$ cat config.mk
export PLATFORM = sky130hd
export DESIGN_NAME = entropy_collector
export DESIGN_NICKNAME = d
export VERILOG_FILES = /design/src/rtl/entropy_collector.sv
export SDC_FILE = /design/constraint.sdc
export NUM_CORES = 1
export LEC_CHECK = 0
export BUFFER_PORTS_ARGS = -buffer_cell sky130_fd_sc_hd__buf_4
export CAP_MARGIN = 20
export CORE_ASPECT_RATIO = 1.1
export CORE_MARGIN = 2
export CORE_UTILIZATION = 30
export CTS_CLUSTER_SIZE = 14
export DETAILED_ROUTE_END_ITERATION = 8
export GPL_ROUTABILITY_DRIVEN = 0
export HOLD_SLACK_MARGIN = 0.06
export PLACE_DENSITY = 0.55
export REMOVE_ABC_BUFFERS = 1
export SYNTH_ARGS = -nofsm -noshare
export SYNTH_HDL_FRONTEND = slang
export SYNTH_SLANG_ARGS = --single-unit
$ cat constraint.sdc
create_clock -name clk -period 1.9 [get_ports clk]
set_input_delay 0.38 -clock clk [delete_from_list [all_inputs] [get_ports clk]]
set_output_delay 0.38 -clock clk [all_outputs]
set_load 0.03 [all_outputs]
$ cat src/rtl/entropy_collector.sv
// entropy_collector: synchronizes a metastable source, samples it on a divided
// strobe, applies a repetition-count health test and a von Neumann corrector,
// and packs corrected bits into WIDTH-bit words behind a one-word output buffer.
//
// Output handshake: data/valid form a standard valid/ready pair. Once valid is
// high, data stays stable until valid && ready is seen on a rising edge; only
// a health failure or reset may withdraw a word. A transfer and a reload on the
// same edge keep valid high with the new word.
module entropy_collector #(
    parameter int WIDTH      = 32,
    parameter int SAMPLE_DIV = 4,
    parameter int REP_LIMIT  = 32
) (
    input  logic             clk,
    input  logic             rst_n,
    input  logic             metastable,
    input  logic             enable,
    input  logic             clear_fail,
    output logic [WIDTH-1:0] data,
    output logic             valid,
    input  logic             ready,
    output logic             health_fail
);

    localparam int DIV_W = (SAMPLE_DIV > 1) ? $clog2(SAMPLE_DIV) : 1;
    localparam int CNT_W = $clog2(WIDTH + 1);

    localparam logic [DIV_W-1:0] DIV_LAST = DIV_W'(SAMPLE_DIV - 1);
    localparam logic [CNT_W-1:0] CNT_FULL = CNT_W'(WIDTH);
    localparam logic [7:0]       REP_MAX  = 8'(REP_LIMIT);

    typedef enum logic {
        ST_FIRST  = 1'b0,
        ST_SECOND = 1'b1
    } pair_state_e;

    // Synchronizer: sync_q[0] is the first stage, sync_q[1] is the raw sample.
    logic [1:0] sync_q;
    logic       raw;

    logic [DIV_W-1:0] div_q, div_d;
    logic [7:0]       rep_cnt_q, rep_cnt_d;
    logic             last_raw_q, last_raw_d;
    logic             first_bit_q, first_bit_d;
    pair_state_e      state_q, state_d;
    logic [WIDTH-1:0] acc_q, acc_d;
    logic [CNT_W-1:0] cnt_q, cnt_d;
    logic [WIDTH-1:0] data_q, data_d;
    logic             valid_q, valid_d;
    logic             fail_q, fail_d;

    logic       strobe;
    logic [7:0] rep_next;
    logic       emit;
    logic       fail_detect;
    logic       load;

    assign raw         = sync_q[1];
    assign data        = data_q;
    assign valid       = valid_q;
    assign health_fail = fail_q;

    // Two-flop synchronizer with nothing in front of the second stage.
    always_ff @(posedge clk or negedge rst_n) begin
        if (!rst_n) begin
            sync_q <= 2'b00;
        end else begin
            sync_q <= {sync_q[0], metastable};
        end
    end

    // Next-state logic for divider, health test, pair FSM, accumulator and output buffer.
    always_comb begin
        div_d       = div_q;
        rep_cnt_d   = rep_cnt_q;
        last_raw_d  = last_raw_q;
        first_bit_d = first_bit_q;
        state_d     = state_q;
        acc_d       = acc_q;
        cnt_d       = cnt_q;
        data_d      = data_q;
        valid_d     = valid_q;
        fail_d      = fail_q;
        emit        = 1'b0;

        strobe = enable && (div_q == DIV_LAST);

        // Saturate so a long stuck run cannot wrap back below the limit.
        if (raw == last_raw_q) begin
            rep_next = (rep_cnt_q == 8'hFF) ? rep_cnt_q : rep_cnt_q + 8'd1;
        end else begin
            rep_next = 8'd1;
        end

        fail_detect = strobe && (rep_next >= REP_MAX);

        // The divider only runs while enabled; everything sample-driven freezes with it.
        if (enable) begin
            div_d = strobe ? '0 : div_q + DIV_W'(1);
        end

        if (strobe) begin
            rep_cnt_d  = rep_next;
            last_raw_d = raw;
            case (state_q)
                ST_FIRST: begin
                    first_bit_d = raw;
                    state_d     = ST_SECOND;
                end
                default: begin
                    emit    = (raw != first_bit_q);
                    state_d = ST_FIRST;
                end
            endcase
        end

        // Consumer handshake drains the output register.
        if (valid_q && ready) begin
            valid_d = 1'b0;
        end

        // Reload from a full accumulator when the output is free or freeing this edge.
        load = (cnt_q == CNT_FULL) && (!valid_q || ready) && !clear_fail && !fail_detect;
        if (load) begin
            data_d  = acc_q;
            valid_d = 1'b1;
            cnt_d   = '0;
        end

        // Corrected bits are taken only while healthy and while the accumulator has room.
        if (emit && !fail_q && (cnt_q != CNT_FULL) && !clear_fail && !fail_detect) begin
            acc_d = {acc_q[WIDTH-2:0], first_bit_q};
            cnt_d = cnt_q + CNT_W'(1);
        end

        // clear_fail takes priority over a failure detected on the same edge.
        if (clear_fail) begin
            fail_d    = 1'b0;
            rep_cnt_d = 8'd0;
            state_d   = ST_FIRST;
            cnt_d     = '0;
        end else if (fail_detect) begin
            fail_d  = 1'b1;
            valid_d = 1'b0;
            cnt_d   = '0;
            state_d = ST_FIRST;
        end
    end

    // State registers, including the pair FSM and the registered outputs.
    always_ff @(posedge clk or negedge rst_n) begin
        if (!rst_n) begin
            div_q       <= '0;
            rep_cnt_q   <= 8'd0;
            last_raw_q  <= 1'b0;
            first_bit_q <= 1'b0;
            state_q     <= ST_FIRST;
            acc_q       <= '0;
            cnt_q       <= '0;
            data_q      <= '0;
            valid_q     <= 1'b0;
            fail_q      <= 1'b0;
        end else begin
            div_q       <= div_d;
            rep_cnt_q   <= rep_cnt_d;
            last_raw_q  <= last_raw_d;
            first_bit_q <= first_bit_d;
            state_q     <= state_d;
            acc_q       <= acc_d;
            cnt_q       <= cnt_d;
            data_q      <= data_d;
            valid_q     <= valid_d;
            fail_q      <= fail_d;
        end
    end

endmodule
==> impl_metrics.json, run 1 <==
{
  "fin_skew_ns": 0.00912,
  "synth_fa_ha_area_share_pct": 1.34,
  "multi_input_area_mm2": 0.00159,
  "setup_slack_ns": -0.139,
  "synth_xor_area_share_pct": 0.937,
  "worstSetupStartpointType": "register",
  "failed_checks": "setup timing",
  "r2r_end": "acc_q[31]$_DFFE_PN0N_",
  "vias": 2306,
  "antenna_left": 0,
  "dp_hpwl_mm": 4.69,
  "worst_path_max_delay_cell": "dfrtp_1",
  "holdWs_ns": 0.152,
  "grt_pass1_vias": 2409,
  "ys_warn_count": 0,
  "core_mm2": 0.0121,
  "clock_sinks": 87,
  "syn_avg_cell_area_um2": 14.3,
  "rsz0062_at_grt": "true",
  "dieArea_mm2": 0.0134,
  "holdPathStages": 1,
  "drive_above_1_share_pct": 46.6,
  "drv_cap": 0,
  "vias_per_cell": 4.68,
  "h-tree-depth": 3,
  "synth-seq-cells": 87,
  "setup_viol_count_final": 63,
  "synth_mux_area_share_pct": 23.5,
  "rows": 42,
  "antenna_cells": 0,
  "die_y_um": 121,
  "vdd_drop_max_v": 0.000396,
  "syn_to_final_growth_pct": 31.5,
  "r2r_setup_slack_ns": -0.14,
  "synth_cell_types": 40,
  "drv_slew": 0,
  "grt_max_degree": 39,
  "ys.flop_type": "dfrtp_1",
  "reg2reg_depth": 8,
  "grt.met3_usage_pct": 2.45,
  "wl_per_cell_um": 14.9,
  "path_max_fanout": 8,
  "regToRegStartpoint": "rep_cnt_q[0]$_DFFE_PN0P_",
  "grt_antenna_before_repair": 0,
  "dieWidth_um": 110,
  "pre_cts_ws_ns": -0.222,
  "p_leak_nw": 2.43,
  "numCtsBuffers": 9,
  "fmax_mhz": 490,
  "powerDensity_mw_per_mm2": 799,
  "grt_pass1_wl_mm": 12.5,
  "slew_headroom_pct": 64.0,
  "io_buffers": 39,
  "worst_slew_pin_slew_ns": 0.540,
  "synth_cells": 262,
  "drt_iter0_markers": 76,
  "cp.arrival_ns": 2.25,
  "grt-ovfl-total": 0,
  "drtPass1Iterations": 4,
  "synth.area.top_cells": "dfrtp_1 (58%), mux2_4 (12%), mux2_2 (10%)",
  "num_io_pins": 40,
  "crit_chain": "ha_4 -> a211oi_2 -> nand4_1 -> a31o_4 -> nor2_4 -> buf_12 -> clkbuf_16 -> mux2_1",
  "busiest_layer": "met2",
  "met1_usage_pct": 16.1,
  "fin_crit_ns": 2.04,
  "critPathRequiredTime_ns": 2.11,
  "fin_crit_sh_pct": 107,
  "clk_latency_ns": 0.34,
  "worstHoldStart": "metastable",
  "nets": 344,
  "hold_end": "sync_q[0]$_DFF_PN0_",
  "synth_top_area_share_pct": 58.2,
  "synth_top_area_cell": "dfrtp_1",
  "wirelength_mm": 7.36,
  "synth-simple-area-share_pct": 6.86,
  "synth_compound_area_share_pct": 6.86,
  "layoutNonFillerInstCount": 493,
  "use_met2_pct": 17.5,
  "finalHoldViolCount": 0,
  "regArea_mm2": 0.00218,
  "status": "finished, violations left",
  "start_util_pct": 30.9,
  "track_usage_pct": 11.6,
  "nFillCells": 1142,
  "synth_edf_count": 0,
  "crit_type": "reg -> reg",
  "cts_buffer_depth": 2,
  "cts_tree": "built",
  "synth_top_family_by_area": "multiplexers",
  "synthArstFlopShare_pct": 100,
  "critPathCaptureType": "register",
  "crit_path_max_incr_delay_ns": 0.42,
  "syn-cell-area_mm2": 0.00374,
  "drcViolationCount": 0,
  "tns_ns": -4.07,
  "dp.cells": 470,
  "cts_root_buf": "clkbuf_16",
  "ys_seq_area_share_pct": 58.2,
  "p_total_w": 0.00393,
  "hp-class": "in -> reg",
  "clk_pin_slew_ns": 0.06
}
==> kinds of logic after synthesis <==
family | Yosys count
compound gates | 38
fa+ha+maj | 4
flops | 87
simple gates | 49
xor+xnor | 4
mux | 68
buf+inv | 12
==> critical path: cells and delay by family, from the launching register on <==
kind	cells	cell delay [ns]
AOI/OAI and AO/OA	2	0.44
adders and majority gates	1	0.18
buffers and inverters	2	0.30
DFF	1	0.42
muxes	1	0.32
and+or+nand+nor	2	0.26
==> worst max path at each step <==
stage / from / to / cells past startpoint
final: rep_cnt_q[0]$_DFFE_PN0P_ / acc_q[31]$_DFFE_PN0N_ / 8
after global placement: rep_cnt_q[1]$_DFFE_PN0P_ / acc_q[24]$_DFFE_PN0N_ / 7
after global routing: rep_cnt_q[0]$_DFFE_PN0P_ / acc_q[27]$_DFFE_PN0N_ / 8
after detailed placement: rep_cnt_q[0]$_DFFE_PN0P_ / acc_q[23]$_DFFE_PN0N_ / 7
after floorplan: rep_cnt_q[0]$_DFFE_PN0P_ / acc_q[10]$_DFFE_PN0N_ / 6
after CTS: rep_cnt_q[0]$_DFFE_PN0P_ / acc_q[4]$_DFFE_PN0N_ / 8
==> through the flow <==
step | instance area (um^2) | utilization (%)
3_3_place_gp | 4390 | 36.3
5_1_grt | 4920 | 40.7
6_report | 4920 | 40.7
2_1_floorplan | 3660 | -
4_1_cts | 4830 | 40.0
3_5_place_dp | 4390 | 36.3
==> where the power goes <==
part | total [W] | internal (W) | leakage (nW) | switching [W]
Sequential | 0.00196 | 0.00191 | 1.20 | 0.0000490
Clock | 0.00168 | 0.000966 | 0.136 | 0.000711
Combinational | 0.000296 | 0.000146 | 1.10 | 0.000150
==> state kept, by name (all words and copies together), names as in the netlist <==
| register | cells |
|---|---|
| first_bit_q | 1 |
| last_raw_q | 1 |
| valid | 1 |
| cnt_q | 6 |
| rep_cnt_q | 8 |
| div_q | 2 |
| sync_q | 2 |
| health_fail | 1 |
| state_q | 1 |
| data | 32 |
| acc_q | 32 |
==> layout make-up <==
class,count,area share [%]
inverter,3,0.229
tap,154,3.92
multi-input combinational,163,32.3
clock buffer,13,5.29
timing repair buffer,70,13.4
sequential,87,44.3
clock inverter,3,0.509
==> what timing repair did <==
action,4_1_cts,5_1_grt
pin swaps,3,3
gates cloned,2,1
hold buffers,1,0
gates resized for setup,16,18
endpoints found under the hold margin,27,0
buffers inserted,3,1
endpoints found under the setup margin,64,65
==> cell usage in the layout, fill, tap and decap left out, types with 2 or more instances in the layout <==
cell	netlist	final
a211o_1	2	2
a211oi_2	0	2
a21oi_1	12	12
a31oi_1	5	5
a41oi_1	2	2
and2_1	4	4
buf_12	0	6
buf_16	0	2
buf_4	3	60
clkbuf_1	2	2
clkbuf_16	0	10
clkbuf_8	0	2
dfrtp_1	87	87
ha_1	4	3
inv_1	3	3
mux2_2	34	15
mux2_4	30	51
nand2_1	6	6
nand2b_1	2	2
nand3_1	6	6
nand4_1	2	2
nor2_1	14	14
nor2b_1	2	2
nor3_1	4	4
o21ai_0	5	4
o31ai_1	3	3
or3_1	2	2
xnor2_1	3	3
==> cell usage after synthesis, types with 3 or more instances <==
cell type	instances
o31ai_1	3
nor2_1	14
mux2_4	30
inv_1	3
xnor2_1	3
dfrtp_1	87
ha_1	4
a211oi_1	3
mux2_1	3
a31oi_1	5
nand2_1	6
nor3_1	4
nand3_1	6
mux2_2	34
buf_6	4
a21oi_1	12
buf_4	3
and2_1	4
o21ai_0	5
==> routing by layer <==
metal	up-vias	wire, um
met4	0	163
met1	1168	3550
met5	-	0
met2	29	3450
li1	1097	-
met3	12	189
(Power assumes the default switching activity.)
==> run 2, diff against run 1 <==
--- a/config.mk
+++ b/config.mk
@@ -6,7 +6,6 @@
 export NUM_CORES = 1
 export LEC_CHECK = 0
 export BUFFER_PORTS_ARGS = -buffer_cell sky130_fd_sc_hd__buf_4
-export CAP_MARGIN = 20
 export CORE_ASPECT_RATIO = 1.1
 export CORE_MARGIN = 2
 export CORE_UTILIZATION = 30
@@ -16,6 +15,7 @@
 export HOLD_SLACK_MARGIN = 0.06
 export PLACE_DENSITY = 0.55
 export REMOVE_ABC_BUFFERS = 1
+export SKIP_CTS_REPAIR_TIMING = 1
 export SYNTH_ARGS = -nofsm -noshare
 export SYNTH_HDL_FRONTEND = slang
 export SYNTH_SLANG_ARGS = --single-unit
==> impl_metrics.json, run 2 (synthesized netlist as in run 1, its figures left out) <==
{
  "tns_ns": -8.36,
  "post-route-util_pct": 40.0,
  "numCtsBuffers": 9,
  "start_util_pct": 30.9,
  "wl_met3_um": 192,
  "holdWs_ns": 0.0285,
  "grt-ovfl-total": 0,
  "worst_slew_pin_slew_ns": 0.544,
  "pwr-share-seq_pct": 49.8,
  "critPathRequiredTime_ns": 2.12,
  "nets": 343,
  "drtPass1Iterations": 4,
  "post_dp_cell_area_mm2": 0.00439,
  "dieWidth_um": 110,
  "cp_top_family": "compound AO/OA/AOI/OAI gates",
  "setup_viol_count_final": 64,
  "mostFrequentLayoutCells": "dfrtp_1 (87), buf_4 (61), mux2_4 (42), mux2_2 (23), nor2_1 (14)",
  "slew_headroom_pct": 63.7,
  "finalHoldViolCount": 0,
  "syn_to_final_growth_pct": 29.3,
  "vias_per_cell": 4.67,
  "cp_num_buf_inv": 1,
  "crit_chain": "ha_4 -> a211oi_2 -> nand4_1 -> a31o_4 -> nor2_4 -> clkbuf_16 -> mux2_2",
  "fin_skew_ns": 0.00867,
  "worstSetupStartpointType": "register",
  "clkPwrFrac_pct": 42.8,
  "h-tree-depth": 3,
  "io_buffers": 39,
  "hp-class": "in -> async",
  "startpoint": "rep_cnt_q[1]$_DFFE_PN0P_",
  "clk_latency_ns": 0.34,
  "dp_hpwl_mm": 4.69,
  "fmax_mhz": 485,
  "track_usage_pct": 11.1,
  "num_io_pins": 40,
  "drcViolationCount": 0,
  "rows": 42,
  "wirelength_mm": 7.25,
  "grt_antenna_before_repair": 0,
  "crit_path_max_incr_delay_ns": 0.41,
  "vdd_drop_max_v": 0.000393,
  "cts_buffer_depth": 2,
  "grt_pass1_vias": 2365,
  "wl_per_cell_um": 14.7,
  "fin_crit_sh_pct": 108,
  "routed.top_layer": "met4",
  "drt_iter0_markers": 72,
  "antenna_left": 0,
  "design_area_mm2": 0.00483,
  "p_leak_nw": 2.41,
  "cts_tree": "built",
  "worst_path_max_delay_cell": "dfrtp_1",
  "path_max_fanout": 8,
  "fin_crit_ns": 2.06,
  "drive_above_1_share_pct": 45.9,
  "drv_cap": 0,
  "grt_pass1_wl_mm": 12.0,
  "combPwrFrac_pct": 7.4,
  "antenna_cells": 0,
  "clk_pin_slew_ns": 0.07,
  "core_mm2": 0.0121,
  "status": "finished, violations left",
  "vias": 2299,
  "setup_slack_ns": -0.161,
  "powerDensity_mw_per_mm2": 812,
  "met2_length_mm": 3.46,
  "crit_type": "reg -> reg",
  "netSwitchingFraction_pct": 23.2,
  "p_int_w": 0.00301,
  "regToRegStartpoint": "rep_cnt_q[1]$_DFFE_PN0P_",
  "cp.arrival_ns": 2.28,
  "wirelength_met1_mm": 3.45,
  "nFillCells": 1154,
  "drv_slew": 0,
  "rsz0062_at_grt": "true",
  "critPathCaptureType": "register",
  "p_switching_w": 0.000911,
  "cts_root_buf": "clkbuf_16",
  "grt_max_degree": 39,
  "failed_checks": "setup timing",
  "dieArea_mm2": 0.0134,
  "clock_sinks": 87,
  "layout_commonest_cell": "dfrtp_1",
  "die_y_um": 121
}
-- run 2: path summary, 6_finish.rpt --
check	endpoint	slack (ns)	cells past startpoint
min reg2reg	sync_q[1]$_DFF_PN0_	0.35	0
max reg2reg	acc_q[13]$_DFFE_PN0N_	-0.16	7
max in group asynchronous	data[5]$_DFFE_PN0P_	1.34	2
min	data[21]$_DFFE_PN0P_	0.03	1
min in group clk	sync_q[0]$_DFF_PN0_	0.15	1
max	acc_q[13]$_DFFE_PN0N_	-0.16	7
-- run 2: final cells by class --
| type | count | area, um^2 | area share [%] |
|---|---|---|---|
| Timing Repair Buffer | 69 | 619 | 12.8 |
| Clock buffer | 13 | 260 | 5.38 |
| Tap cell | 154 | 193 | 3.99 |
| Inverter | 3 | 11.3 | 0.233 |
| Clock inverter | 3 | 25.0 | 0.518 |
| Multi-Input combinational cell | 163 | 1550 | 32.0 |
| Sequential cell | 87 | 2180 | 45.0 |
-- run 2: power by group through the flow --
stage | registers, W | clock network (W) | logic, W
finish | 0.00195 | 0.00168 | 0.000291
global route | 0.00196 | 0.00181 | 0.000330
CTS | 0.00195 | 0.00172 | 0.000284
detailed placement | 0.00199 | 0 | 0.000283
global placement | 0.00198 | 0 | 0.000276
floorplan | 0.00198 | 0 | 0.000158
-- run 2: worst register-to-register path: cells and delay by family, from the launching register on --
| family | cells | cell delay, ns |
|---|---|---|
| simple gates | 2 | 0.37 |
| fa+ha+maj | 1 | 0.18 |
| flops | 1 | 0.41 |
| compound gates | 2 | 0.43 |
| mux | 1 | 0.34 |
| buf+inv | 1 | 0.21 |
-- run 2: per-layer routing --
layer	global-route usage (%)	vias to the layer above
met4	5.70	0
met1	14.9	1163
met2	16.8	30
met5	0	-
li1	-	1095
met3	2.45	11
-- run 2: per-stage QoR --
step           total power, W  cells  worst slack [ns]
2_1_floorplan         0.00214    253            -0.732
3_3_place_gp          0.00226    470            -0.186
3_5_place_dp          0.00227    470            -0.222
4_1_cts               0.00396    486            -0.240
5_1_grt               0.00411    492            -0.288
6_report              0.00392    492            -0.161
==> run 3, diff against run 2 <==
==> constraint.sdc (replaced) <==
create_clock -name clk -period 1.9 [get_ports clk]
set_input_delay 0.095 -clock clk [delete_from_list [all_inputs] [get_ports clk]]
set_output_delay 0.095 -clock clk [all_outputs]
set_load 0.03 [all_outputs]
==> impl_metrics.json, run 3 (synthesized netlist as in run 1, its figures left out) <==
{
  "cts_tree": "built",
  "p_leak_nw": 2.47,
  "dieArea_mm2": 0.0134,
  "regToRegStartpoint": "rep_cnt_q[0]$_DFFE_PN0P_",
  "dp.cells": 474,
  "finalHoldViolCount": 0,
  "cp.arrival_ns": 2.30,
  "cp-endpoint": "acc_q[25]$_DFFE_PN0N_",
  "layout_commonest_cell": "dfrtp_1",
  "wl_per_cell_um": 14.6,
  "status": "finished, violations left",
  "slew_headroom_pct": 58.2,
  "fin_crit_sh_pct": 109,
  "r2r_setup_slack_ns": -0.18,
  "critPathCaptureType": "register",
  "drcViolationCount": 0,
  "grt-ovfl-total": 0,
  "fin_skew_ns": 0.00767,
  "critPathRequiredTime_ns": 2.12,
  "rsz0062_at_grt": "true",
  "fmax_mhz": 481,
  "r2r_end": "acc_q[25]$_DFFE_PN0N_",
  "antenna_left": 0,
  "grt_pass1_wl_mm": 11.5,
  "vdd_drop_max_v": 0.000486,
  "worstHoldStart": "ready",
  "worstSetupStartpointType": "register",
  "path_max_fanout": 16,
  "setup_slack_ns": -0.178,
  "setup_viol_count_final": 64,
  "drv_slew": 0,
  "drv_cap": 0,
  "clk_latency_ns": 0.34,
  "post-route-util_pct": 40.8,
  "cts_root_buf": "clkbuf_16",
  "drtPass1Iterations": 4,
  "cp_num_buf_inv": 1,
  "layoutNonFillerInstCount": 499,
  "drive_above_1_share_pct": 45.8,
  "wirelength_mm": 7.30,
  "holdWs_ns": 0.122,
  "num_io_pins": 40,
  "hp-class": "in -> reg",
  "clock_sinks": 87,
  "tns_ns": -6.90,
  "failed_checks": "setup timing",
  "grt_antenna_before_repair": 0,
  "die_y_um": 121,
  "mostFrequentLayoutCells": "dfrtp_1 (87), buf_4 (64), mux2_4 (48), mux2_2 (16), nor2_1 (14)",
  "crit_path_max_incr_delay_ns": 0.41,
  "rows": 42,
  "crit_type": "reg -> reg",
  "cp_num_cells": 7,
  "start_util_pct": 30.9,
  "grt_max_degree": 48,
  "syn_to_final_growth_pct": 32.0,
  "drt_iter0_markers": 94,
  "reg2reg_depth": 7,
  "clk_pin_slew_ns": 0.06,
  "numCtsBuffers": 9,
  "cp_top_family": "compound AO/OA/AOI/OAI gates",
  "nets": 350,
  "cts_buffer_depth": 2,
  "track_usage_pct": 10.7,
  "h-tree-depth": 3,
  "vias_per_cell": 4.63,
  "grt_pass1_vias": 2221,
  "antenna_cells": 0,
  "worst_path_max_delay_cell": "dfrtp_1",
  "startpoint": "rep_cnt_q[0]$_DFFE_PN0P_",
  "fin_crit_ns": 2.08,
  "crit_chain": "ha_4 -> a211oi_2 -> nand4_1 -> a31o_4 -> nor2_4 -> clkbuf_16 -> mux2_2",
  "dp_hpwl_mm": 4.66,
  "post_dp_cell_area_mm2": 0.00438,
  "io_buffers": 39,
  "design_area_mm2": 0.00494,
  "powerDensity_mw_per_mm2": 821,
  "dieWidth_um": 110,
  "core_mm2": 0.0121,
  "worst_slew_pin_slew_ns": 0.627,
  "vias": 2311
}
==> run 3: changes by cell type in the layout (fill, tap and decap cells not counted), sizes merged <==
cell / before / now
clkbuf: 15 / 14
clkinv: 1 / 0
dlygate4sd3: 0 / 4
buf: 67 / 69
inv: 4 / 6
bufinv: 0 / 1
==> run 3: worst reg2reg max path, delay by kind of cell (launching register included) <==
| kind | cells | cell delay [ns] |
|---|---|---|
| buffers and inverters | 1 | 0.23 |
| flip-flops | 1 | 0.41 |
| AND/OR/NAND/NOR | 2 | 0.35 |
| AO/OA/AOI/OAI | 2 | 0.45 |
| multiplexers | 1 | 0.34 |
| adder cells (fa/ha/maj) | 1 | 0.19 |
==> run 3: worst min path at each step <==
stage | endpoint | slack [ns] | cells past startpoint
2_1_floorplan | acc_q[0]$_DFFE_PN0N_ | -0.20 | 0
3_3_place_gp | data[22]$_DFFE_PN0P_ | 0.15 | 1
3_5_place_dp | data[19]$_DFFE_PN0P_ | 0.16 | 1
4_1_cts | data[19]$_DFFE_PN0P_ | -0.21 | 1
5_1_grt | valid$_DFF_PN0_ | 0.17 | 4
6_report | valid$_DFF_PN0_ | 0.12 | 4
==> run 3: through the flow <==
stage,setup WS (ns),total power [W]
5_1_grt,-0.298,0.00423
3_3_place_gp,-0.194,0.00226
3_5_place_dp,-0.232,0.00226
4_1_cts,-0.255,0.00410
2_1_floorplan,-0.732,0.00214
6_report,-0.178,0.00405
==> run 3: power breakdown <==
group | internal [W] | switching [W] | total, W
combinational | 0.000139 | 0.000150 | 0.000289
sequential | 0.00191 | 0.0000473 | 0.00195
clock | 0.00107 | 0.000739 | 0.00181
total | 0.00312 | 0.000936 | 0.00405
==> run 3: routing by layer <==
layer	track usage, %	wire length (um)
met4	5.39	156
met1	14.7	3600
met5	0	0
met3	2.55	201
met2	16.0	3340
==> run 3: layout make-up <==
cell class	count	area (um^2)
clock inverters	5	63.8
clock buffers	11	243
repair buffers	76	678
well taps	154	193
multi-input cells	163	1570
fillers	1125	7150
inverters	3	11.3
flip-flops and latches	87	2180
